[config.mk]
export PLATFORM = sky130hd
export DESIGN_NAME = byte_striper_n_flat
export DESIGN_NICKNAME = d
export VERILOG_FILES = /design/src/rtl/byte_striping_pkg.sv /design/src/rtl/byte_striper_n_if.sv /design/src/rtl/byte_striper_n_stripe_accum.sv /design/src/rtl/byte_striper_n.sv /design/src/flat_wrapper.sv
export SDC_FILE = /design/constraint.sdc
export NUM_CORES = 1
export LEC_CHECK = 0
export CAP_MARGIN = 20
export CORE_UTILIZATION = 35
export DETAILED_ROUTE_END_ITERATION = 16
export GPL_TIMING_DRIVEN = 1
export SYNTH_ARGS = -nofsm -noshare
export SYNTH_HDL_FRONTEND = slang
export SYNTH_SLANG_ARGS = --single-unit
[constraint.sdc]
create_clock -name clk -period 3.1 [get_ports clk]
set_clock_uncertainty 0.05 [all_clocks]
set_input_delay 0.465 -clock clk [delete_from_list [all_inputs] [get_ports clk]]
set_output_delay 0.465 -clock clk [all_outputs]
set_load 0.01 [all_outputs]
[src/rtl/byte_striping_pkg.sv]
// rtl/byte_striping_pkg.sv - shared symbol constants, FSM states and helpers for the byte striping link
package byte_striping_pkg;

  localparam logic [7:0] STP = 8'hFB;
  localparam logic [7:0] SDP = 8'h5C;
  localparam logic [7:0] END = 8'hFD;
  localparam logic [7:0] EDB = 8'hFE;
  localparam logic [7:0] COM = 8'hBC;
  localparam logic [7:0] SKP = 8'h1C;
  localparam logic [7:0] IDL = 8'h7C;

  typedef enum logic [1:0] {IDLE, PKT, HOLD} state_t;

  typedef enum logic [2:0] {
    OP_NONE,
    OP_WRITE,
    OP_WRITE_PAD,
    OP_PAD_FLUSH,
    OP_PAD_RESTART,
    OP_BCAST,
    OP_CLEAR
  } acc_op_t;

  function automatic logic is_frame_start(input logic [7:0] d, input logic k);
    return k && (d == STP || d == SDP);
  endfunction

  function automatic logic is_frame_end(input logic [7:0] d, input logic k);
    return k && (d == END || d == EDB);
  endfunction

  function automatic logic is_bcast(input logic [7:0] d, input logic k);
    return k && (d == COM || d == SKP);
  endfunction

endpackage

[src/rtl/byte_striper_n_if.sv]
// rtl/byte_striper_n_if.sv - symbol input and striped word output bundle of the striper
interface byte_striper_n_if #(
  parameter int LANES = 4,
  parameter int W     = 8
);
  logic [W-1:0]       d;
  logic               dk;
  logic               in_valid;
  logic               in_ready;
  logic [LANES*W-1:0] lane;
  logic [LANES-1:0]   lane_k;
  logic               out_valid;
  logic               err;

  modport master (output d, dk, in_valid,
                  input  in_ready, lane, lane_k, out_valid, err);
  modport slave  (input  d, dk, in_valid,
                  output in_ready, lane, lane_k, out_valid, err);
endinterface

[src/rtl/byte_striper_n_stripe_accum.sv]
// rtl/byte_striper_n_stripe_accum.sv - LANES-slot symbol accumulator with write, pad/flush and broadcast
module stripe_accum
  import byte_striping_pkg::*;
#(
  parameter int LANES = 4,
  parameter int W     = 8
) (
  input  logic               clk,
  input  logic               rst,
  input  acc_op_t            op,
  input  logic [W-1:0]       sym,
  input  logic               sym_k,
  output logic               ptr_zero,
  output logic [LANES*W-1:0] word,
  output logic [LANES-1:0]   word_k,
  output logic               done
);
  localparam int PW = (LANES > 1) ? $clog2(LANES) : 1;
  localparam logic [PW-1:0] LAST = PW'(LANES - 1);

  logic [W-1:0]       slot_d [LANES];
  logic [LANES-1:0]   slot_k;
  logic [PW-1:0]      ptr;
  logic [W-1:0]       nd [LANES];
  logic [LANES-1:0]   nk;
  logic [LANES*W-1:0] nword;
  logic               emit;

  assign ptr_zero = (ptr == '0);

  // Outgoing word is the stored slots overlaid with this cycle's operation.
  always_comb begin
    nk    = slot_k;
    emit  = 1'b0;
    nword = '0;
    for (int i = 0; i < LANES; i++) nd[i] = slot_d[i];
    case (op)
      OP_WRITE: begin
        nd[ptr] = sym;
        nk[ptr] = sym_k;
        emit    = (ptr == LAST);
      end
      OP_WRITE_PAD, OP_PAD_FLUSH, OP_PAD_RESTART: begin
        for (int i = 0; i < LANES; i++) begin
          if (PW'(i) == ptr && op == OP_WRITE_PAD) begin
            nd[i] = sym;
            nk[i] = sym_k;
          end else if (PW'(i) >= ptr) begin
            nd[i] = W'(IDL);
            nk[i] = 1'b1;
          end
        end
        emit = 1'b1;
      end
      OP_BCAST: begin
        for (int i = 0; i < LANES; i++) nd[i] = sym;
        nk   = {LANES{sym_k}};
        emit = 1'b1;
      end
      default: ;
    endcase
    for (int i = 0; i < LANES; i++) nword[i*W +: W] = nd[i];
  end

  always_ff @(posedge clk or posedge rst) begin
    if (rst) begin
      ptr    <= '0;
      slot_k <= '0;
      for (int i = 0; i < LANES; i++) slot_d[i] <= '0;
      word   <= '0;
      word_k <= '0;
      done   <= 1'b0;
    end else begin
      done <= emit;
      if (emit) begin
        word   <= nword;
        word_k <= nk;
      end
      case (op)
        OP_WRITE: begin
          slot_d[ptr] <= sym;
          slot_k[ptr] <= sym_k;
          ptr         <= (ptr == LAST) ? '0 : ptr + 1'b1;
        end
        OP_PAD_RESTART: begin
          slot_d[0] <= sym;
          slot_k[0] <= sym_k;
          ptr       <= PW'(LANES > 1);
        end
        OP_WRITE_PAD, OP_PAD_FLUSH, OP_BCAST, OP_CLEAR: ptr <= '0;
        default: ;
      endcase
    end
  end

endmodule

[src/rtl/byte_striper_n.sv]
// rtl/byte_striper_n.sv - transmit byte striper: framing FSM around the lane accumulator
module byte_striper_n
  import byte_striping_pkg::*;
#(
  parameter int LANES = 4,
  parameter int W     = 8
) (
  input logic             clk,
  input logic             rst,
  byte_striper_n_if.slave bus
);
  state_t       state, state_n;
  logic [W-1:0] hold_d, hold_d_n;
  acc_op_t      op;
  logic [W-1:0] sym;
  logic         sym_k;
  logic         drop;
  logic         ptr_zero;
  logic         accept;
  logic         in_ready_q;
  logic         err_q;
  logic [7:0]   d8;

  assign d8     = 8'(bus.d);
  assign accept = bus.in_valid & in_ready_q;

  always_comb begin
    state_n  = state;
    hold_d_n = hold_d;
    op       = OP_NONE;
    sym      = bus.d;
    sym_k    = bus.dk;
    drop     = 1'b0;
    case (state)
      IDLE: if (accept) begin
        if (is_frame_start(d8, bus.dk)) begin
          op      = OP_WRITE;
          state_n = PKT;
        end else if (is_bcast(d8, bus.dk)) begin
          op = OP_BCAST;
        end else if (!(bus.dk && d8 == IDL)) begin
          drop = 1'b1;
        end
      end
      PKT: if (accept) begin
        if (is_frame_end(d8, bus.dk)) begin
          op      = OP_WRITE_PAD;
          state_n = IDLE;
        end else if (is_frame_start(d8, bus.dk)) begin
          op = ptr_zero ? OP_WRITE : OP_PAD_RESTART;
        end else if (is_bcast(d8, bus.dk)) begin
          if (ptr_zero) begin
            op = OP_BCAST;
          end else begin
            op       = OP_PAD_FLUSH;
            hold_d_n = bus.d;
            state_n  = HOLD;
          end
        end else begin
          op = OP_WRITE;
        end
      end
      HOLD: begin
        op      = OP_BCAST;
        sym     = hold_d;
        sym_k   = 1'b1;
        state_n = PKT;
      end
      default: state_n = IDLE;
    endcase
  end

  // Ready is registered, so it drops exactly for the cycle spent in HOLD.
  always_ff @(posedge clk or posedge rst) begin
    if (rst) begin
      state      <= IDLE;
      hold_d     <= '0;
      in_ready_q <= 1'b1;
      err_q      <= 1'b0;
    end else begin
      state      <= state_n;
      hold_d     <= hold_d_n;
      in_ready_q <= (state_n != HOLD);
      err_q      <= drop;
    end
  end

  assign bus.in_ready = in_ready_q;
  assign bus.err      = err_q;

  stripe_accum #(.LANES(LANES), .W(W)) u_accum (
    .clk      (clk),
    .rst      (rst),
    .op       (op),
    .sym      (sym),
    .sym_k    (sym_k),
    .ptr_zero (ptr_zero),
    .word     (bus.lane),
    .word_k   (bus.lane_k),
    .done     (bus.out_valid)
  );

endmodule

[src/flat_wrapper.sv]
// flat-port wrapper written by rule: the top's interface ports become plain ports
module byte_striper_n_flat import byte_striping_pkg::*;
#(
  parameter int LANES = 4,
  parameter int W     = 8
)
  (clk, rst, bus_d, bus_dk, bus_in_valid, bus_in_ready, bus_lane, bus_lane_k, bus_out_valid, bus_err);
  byte_striper_n_if #(.LANES(LANES), .W(W)) bus_i ();
  input logic clk;
  input logic rst;
  input wire logic [$bits(bus_i.d)-1:0] bus_d;
  input wire logic [$bits(bus_i.dk)-1:0] bus_dk;
  input wire logic [$bits(bus_i.in_valid)-1:0] bus_in_valid;
  output wire logic [$bits(bus_i.in_ready)-1:0] bus_in_ready;
  output wire logic [$bits(bus_i.lane)-1:0] bus_lane;
  output wire logic [$bits(bus_i.lane_k)-1:0] bus_lane_k;
  output wire logic [$bits(bus_i.out_valid)-1:0] bus_out_valid;
  output wire logic [$bits(bus_i.err)-1:0] bus_err;
  assign bus_i.d = bus_d;
  assign bus_i.dk = bus_dk;
  assign bus_i.in_valid = bus_in_valid;
  assign bus_in_ready = bus_i.in_ready;
  assign bus_lane = bus_i.lane;
  assign bus_lane_k = bus_i.lane_k;
  assign bus_out_valid = bus_i.out_valid;
  assign bus_err = bus_i.err;
  byte_striper_n #(.LANES(LANES), .W(W)) u_core (.clk(clk), .rst(rst), .bus(bus_i));
endmodule
Word level (Yosys, flattened, before mapping)
Cells that the tools add are included. W data, S select, Z words.

$add $sub $neg: 1. Magnitude comparators: 8. Equality and inequality tests: 20. Mux-type cells: 54. Bitwise gates (word level): 5. Reductions and logical operators: 21.

Operators by type and width (count): $pmux W32 S3 (1); $mux W8 (10); $bwmux W32 (1); $eq A8 B8 Y1 const B (4); $mux W3 (9); $demux W8 S2 (1); $eq A8 B7 Y1 const B (2); $mux W2 (8); $pmux W8 S2 (1); $mux W1 (15); $pmux W2 S3 (2); $pmux W4 S3 (1); $logic_and A1 B1 Y1 (10); $eq A3 B3 Y1 const B (3); $pmux W3 S3 (1); $eq A8 B5 Y1 const B (1); $reduce_or A4 Y1 (2); $eq A3 B2 Y1 const B (2); $reduce_and A6 Y1 (1); $bwmux W4 (1); $eq A2 B2 Y1 const A (2); $eq A2 B2 Y1 const B (2); $ge A1 B2 Y1 const A (2); $ge A2 B2 Y1 const A (2); other kinds (19) (25).

Register bits after elaboration: 87. Input bits: 12. Output and inout port bits: 39. Word-level logic and storage cells: 123.

Longest topological paths before layout
Depth in word-level cells: 12. Mapped depth: 12. Depth with buffers taken out: 10.

Hierarchy
A second synthesis with hierarchy kept.

Cell total of the unflattened synthesis: 641. Area, all modules: 5841.9 µm².

By module, submodules not included: stripe_accum (instances 1, cells an instance 549, area an instance 5044.8 µm²); byte_striper_n (instances 1, cells an instance 92, area an instance 797.0 µm²).

Least setup slack after synthesis
Ideal clock, no wire load.

Path kind: in2reg. From: in bus_d[7]. To: reg u_core.u_accum.word_k[2]. Library setup time: 0.126 ns. Arrival time: 2.601 ns. Required time: 2.924 ns. Path slack: 0.323 ns. Cell stages on the path: 9. Cell sequence: clkbuf_1 or4b_4 o22a_4 or4_4 and2_4 nand3_2 buf_4 o21ai_1 o32a_1.

Word-level cells in the longest chain between the ends: 12. Elaborated cells on any way between the ends: 31.

Ends and longest elaborated chain: start: declaration (RTL line flat_wrapper.sv:11) `input wire logic [$bits(bus_i.d)-1:0] bus_d;`; $eq A8 B8 Y1 / $eq A8 B5 Y1 (equally long branches) (RTL line byte_striping_pkg.sv:33) `return k && (d == COM || d == SKP);`; $logic_or A1 B1 Y1 (RTL line byte_striping_pkg.sv:33); $logic_and A1 B1 Y1 (RTL line byte_striping_pkg.sv:33); $mux W3 (RTL line byte_striper_n.sv:51) `end else if (is_bcast(d8, bus.dk)) begin`; $mux W3 (RTL line byte_striper_n.sv:49) `end else if (is_frame_start(d8, bus.dk)) begin`; $mux W3 (RTL line byte_striper_n.sv:46) `if (is_frame_end(d8, bus.dk)) begin`; $mux W3 (RTL line byte_striper_n.sv:45) `PKT: if (accept) begin`; $pmux W3 S3 (*) (RTL line byte_striper_n.sv:34) `case (state)`; $eq A3 B2 Y1 (RTL line byte_striper_n_stripe_accum.sv:37, byte_striper_n_stripe_accum.sv:45); $logic_and A1 B1 Y1 (RTL line byte_striper_n_stripe_accum.sv:45) `if (PW'(i) == ptr && op == OP_WRITE_PAD) begin`; $mux W1 (RTL line byte_striper_n_stripe_accum.sv:45); $pmux W4 S3 (RTL line byte_striper_n_stripe_accum.sv:37) `case (op)`; end signal: assignment (RTL line byte_striper_n_stripe_accum.sv:77) `word_k <= nk;`; end: declaration (RTL line byte_striper_n_stripe_accum.sv:15) `output logic [LANES-1:0] word_k,`.

Mark *: on every way between the ends. The rest lies on a longest branch, timed or not. A chain may end at the register's enable or synchronous reset.

Final worst setup path
From: in bus_d[1]. To: reg u_core.u_accum.word_k[2].

The elaborated chain is that of the path after synthesis.

==> out/results.ini <==
[pwr]
combPwrFrac=0.306
p_switching_mw=1.19
switching_share=0.315
leakagePower_nw=2.48
p_int_mw=2.59
power_frac_clock=0.313
power_density_nw_per_um2=675
finalPower_mw=3.77
ir_drop_uv=286
p_seq_frac=0.381

[setup_path]
worstSetupPathType=in -> reg
end_kind=flop
critPathRequiredTime_ns=3.27
slowest_delay_ns=0.56
cp.arrival_ns=3.12
slowest_stage=or4b_4
reg2reg_depth=9
r2r_setup_slack_ns=0.16
path_cells=clkdlybuf4s50_1 -> or4b_4 -> o22a_4 -> or4_4 -> and2_4 -> nand3_2 -> buf_4 -> o21ai_1 -> o32a_1
r2r-end=u_core.u_accum.slot_d[24]$_DFFE_PP0P_
r2r-start=u_core.u_accum.ptr[0]$_DFFE_PP0P_
worstSetupStartpointType=input pin
crit_fanout=12

[place]
io_buffers=50
hpwl_um=9500
placed_area_um2=5250
globalplace.congestion=0.884

[global_routing]
grt_first_pass_wirelength_um=20800
grt_max_degree=43
grt_overflow=0
antenna_found_initial=0
groute.usage.overall=0.215
first_global_vias=3896

[outcome]
violations=DRC
outcome=finished with violations

[logic_synthesis]
synthTopCellsByArea=dfrtp_1, nand2_1, nor2_1
syn-num-nets=485
yosysUniqueCellTypes=68
ys.warnings.count=0
netlist_area_um2=4220
synth-seq-cells=79
synth_top_cell_by_area=dfrtp_1
syn_inst=468
syn_avg_cell_area_um2=9.02
seq_area_frac_synth=0.468
synth-edff-count=0
yosysTopAreaCellShare=0.462
synth_ff_type=dfrtp_1
ys_async_sr_fraction=1.00

[timing]
period_minus_slack_ns=2.96
worstMarginPinSlew_ns=0.801
final-setup-viol-count=0
slew_headroom=0.465
min_period_over_period=0.954
fmax_mhz=338
finalHoldViolations=0
rsz0062_at_grt=false
drv_slew=0

[drt]
postRouteAntennaNets=0
avgRoutedWirePerCell_um=17.8
vias=3871
post-route-drc-count=1
viasPerCell=5.45
firstDrtPassIters=11
routed_wl_um=12700
drt_iter0_markers=249

[finish]
design_area_um2=5590
drive_above_1_share=0.178
syn_to_final_growth_pct=32.4
finalCoreUtilization=0.483
final_nets=579
diodes=0

[clocking]
postCtsHoldBufs=0
clockBufferDepth=2
cts_tree=yes
cts_sinks=79
cts_root_buf=clkbuf_16
numCtsBuffers=9
cts.htree.levels=3
clkSlewWorstSetupHoldPaths_ns=0.07
insertion_delay_ns=0.34

[floorplan]
rows=39
initial_core_util=0.365
die_w_um=112
die_h_um=112
core_area_um2=11600
die_area_um2=12500
io_pins=51

[hold_path]
worst_hold_path_type=reg -> reg
holdPathEnd=u_core.u_accum.slot_d[20]$_DFFE_PP0P_
hold_path_depth=2
min_from=u_core.u_accum.slot_d[20]$_DFFE_PP0P_

[flow_run]
max_cap_violations=0

## registers in the layout, indices dropped and copies added (netlist names)
signal                 flops
u_core.u_accum.done        1
u_core.u_accum.word       32
u_core.hold_d              8
u_core.u_accum.slot_k      3
u_core.u_accum.word_k      4
u_core.u_accum.slot_d     25
u_core.state               2
u_core.bus.in_ready        1
u_core.u_accum.ptr         2
u_core.bus.err             1
## worst max-delay path by stage
stage / startpoint / endpoint / slack, ns / cells past startpoint
3_5_place_dp: bus_d[1] / u_core.u_accum.word[19]$_DFFE_PP0P_ / -0.26 / 10
6_report: bus_d[1] / u_core.u_accum.word_k[2]$_DFFE_PP0P_ / 0.14 / 9
4_1_cts: bus_d[1] / u_core.u_accum.word[19]$_DFFE_PP0P_ / 0.08 / 10
3_3_place_gp: bus_d[1] / u_core.u_accum.word[19]$_DFFE_PP0P_ / -0.20 / 10
2_1_floorplan: bus_d[7] / u_core.u_accum.word_k[2]$_DFFE_PP0P_ / 0.32 / 9
5_1_grt: bus_d[1] / u_core.u_accum.word[18]$_DFFE_PP0P_ / 0.004 / 10
## through the flow
step                      worst slack (ns)  cells  hold WS [ns]  TNS [ns]
after CTS                           0.0802    710         0.437         0
after global placement              -0.204    694         0.416     -2.17
after detailed placement            -0.263    694         0.421     -5.15
final                                0.143    710         0.432         0
after floorplan                      0.323    468         0.395         0
after global routing               0.00420    710         0.460         0
## logic make-up after synthesis
logic type	count (synthesis)	share of synthesized area
compound gates	141	0.213
xor+xnor	3	0.00622
fa+ha+maj	5	0.0148
buf+inv	38	0.0468
flops	79	0.468
mux	16	0.0391
simple gates	186	0.212
## routing by layer
metal	routed length [um]	GRT usage	share of wire
met5	0	0	0
met4	259	0.0721	0.020
met3	592	0.0397	0.047
met2	6090	0.357	0.48
met1	5730	0.281	0.45
## layout by cell type, fill, tap and decap left out, types with 4 or more instances in the layout
cell type        instances
dfrtp_1                 78
nand3_1                  4
a21oi_1                 37
mux2_2                   4
o211ai_1                 9
clkdlybuf4s50_1         50
a31oi_1                 11
ha_1                     5
mux2i_1                 12
clkbuf_16                9
nor3_1                   6
and2_1                   7
buf_4                   61
nand3_2                  4
o21ai_1                  6
nand2_1                 71
nor2_1                  60
inv_1                    5
a41oi_1                  6
nand2b_1                 5
o21ai_0                 38
and3_1                   5
## synthesized netlist by cell type (3+ instances only)
master,count
a31oi_1,11
buf_2,8
ha_1,5
nand2_1,71
nand2b_1,5
buf_6,3
and3_1,5
a41oi_1,6
clkbuf_1,13
dfrtp_1,78
nor2_1,60
nand3_1,4
a21oi_1,37
inv_1,6
nand3_2,4
mux2_2,4
o21bai_1,3
a21boi_1,3
mux2i_1,12
o21ai_0,38
a211o_1,3
o21ai_1,6
nor3_1,6
and2_1,7
o211ai_1,9
o32ai_1,3
buf_4,6
## power groups by stage
stage,sequential (mW),clock [mW],combinational [mW]
6_report,1.44,1.18,1.16
5_1_grt,1.47,1.24,1.27
4_1_cts,1.44,1.19,1.16
3_5_place_dp,1.45,0,1.15
3_3_place_gp,1.45,0,1.14
2_1_floorplan,1.48,0,0.610
## critical path, delay by kind of cell
family / cells / cell delay [ns]
simple gates: 4 / 1.36
compound gates: 3 / 0.63
buf+inv: 2 / 0.67
## what timing repair did
action | in CTS | in global routing
setup endpoints to repair | 0 | 5
gates resized for setup | 0 | 1
buffers inserted | 0 | 0
## final cells by class
cell class / count / area, um2
repair buffers: 114 / 1020
well taps: 143 / 179
inverters: 7 / 27.5
flip-flops and latches: 79 / 1980
multi-input cells: 351 / 2050
clock buffers: 12 / 256
fillers: 1117 / 5980
clock inverters: 4 / 76.3
Power figures use the tool's default switching activity.
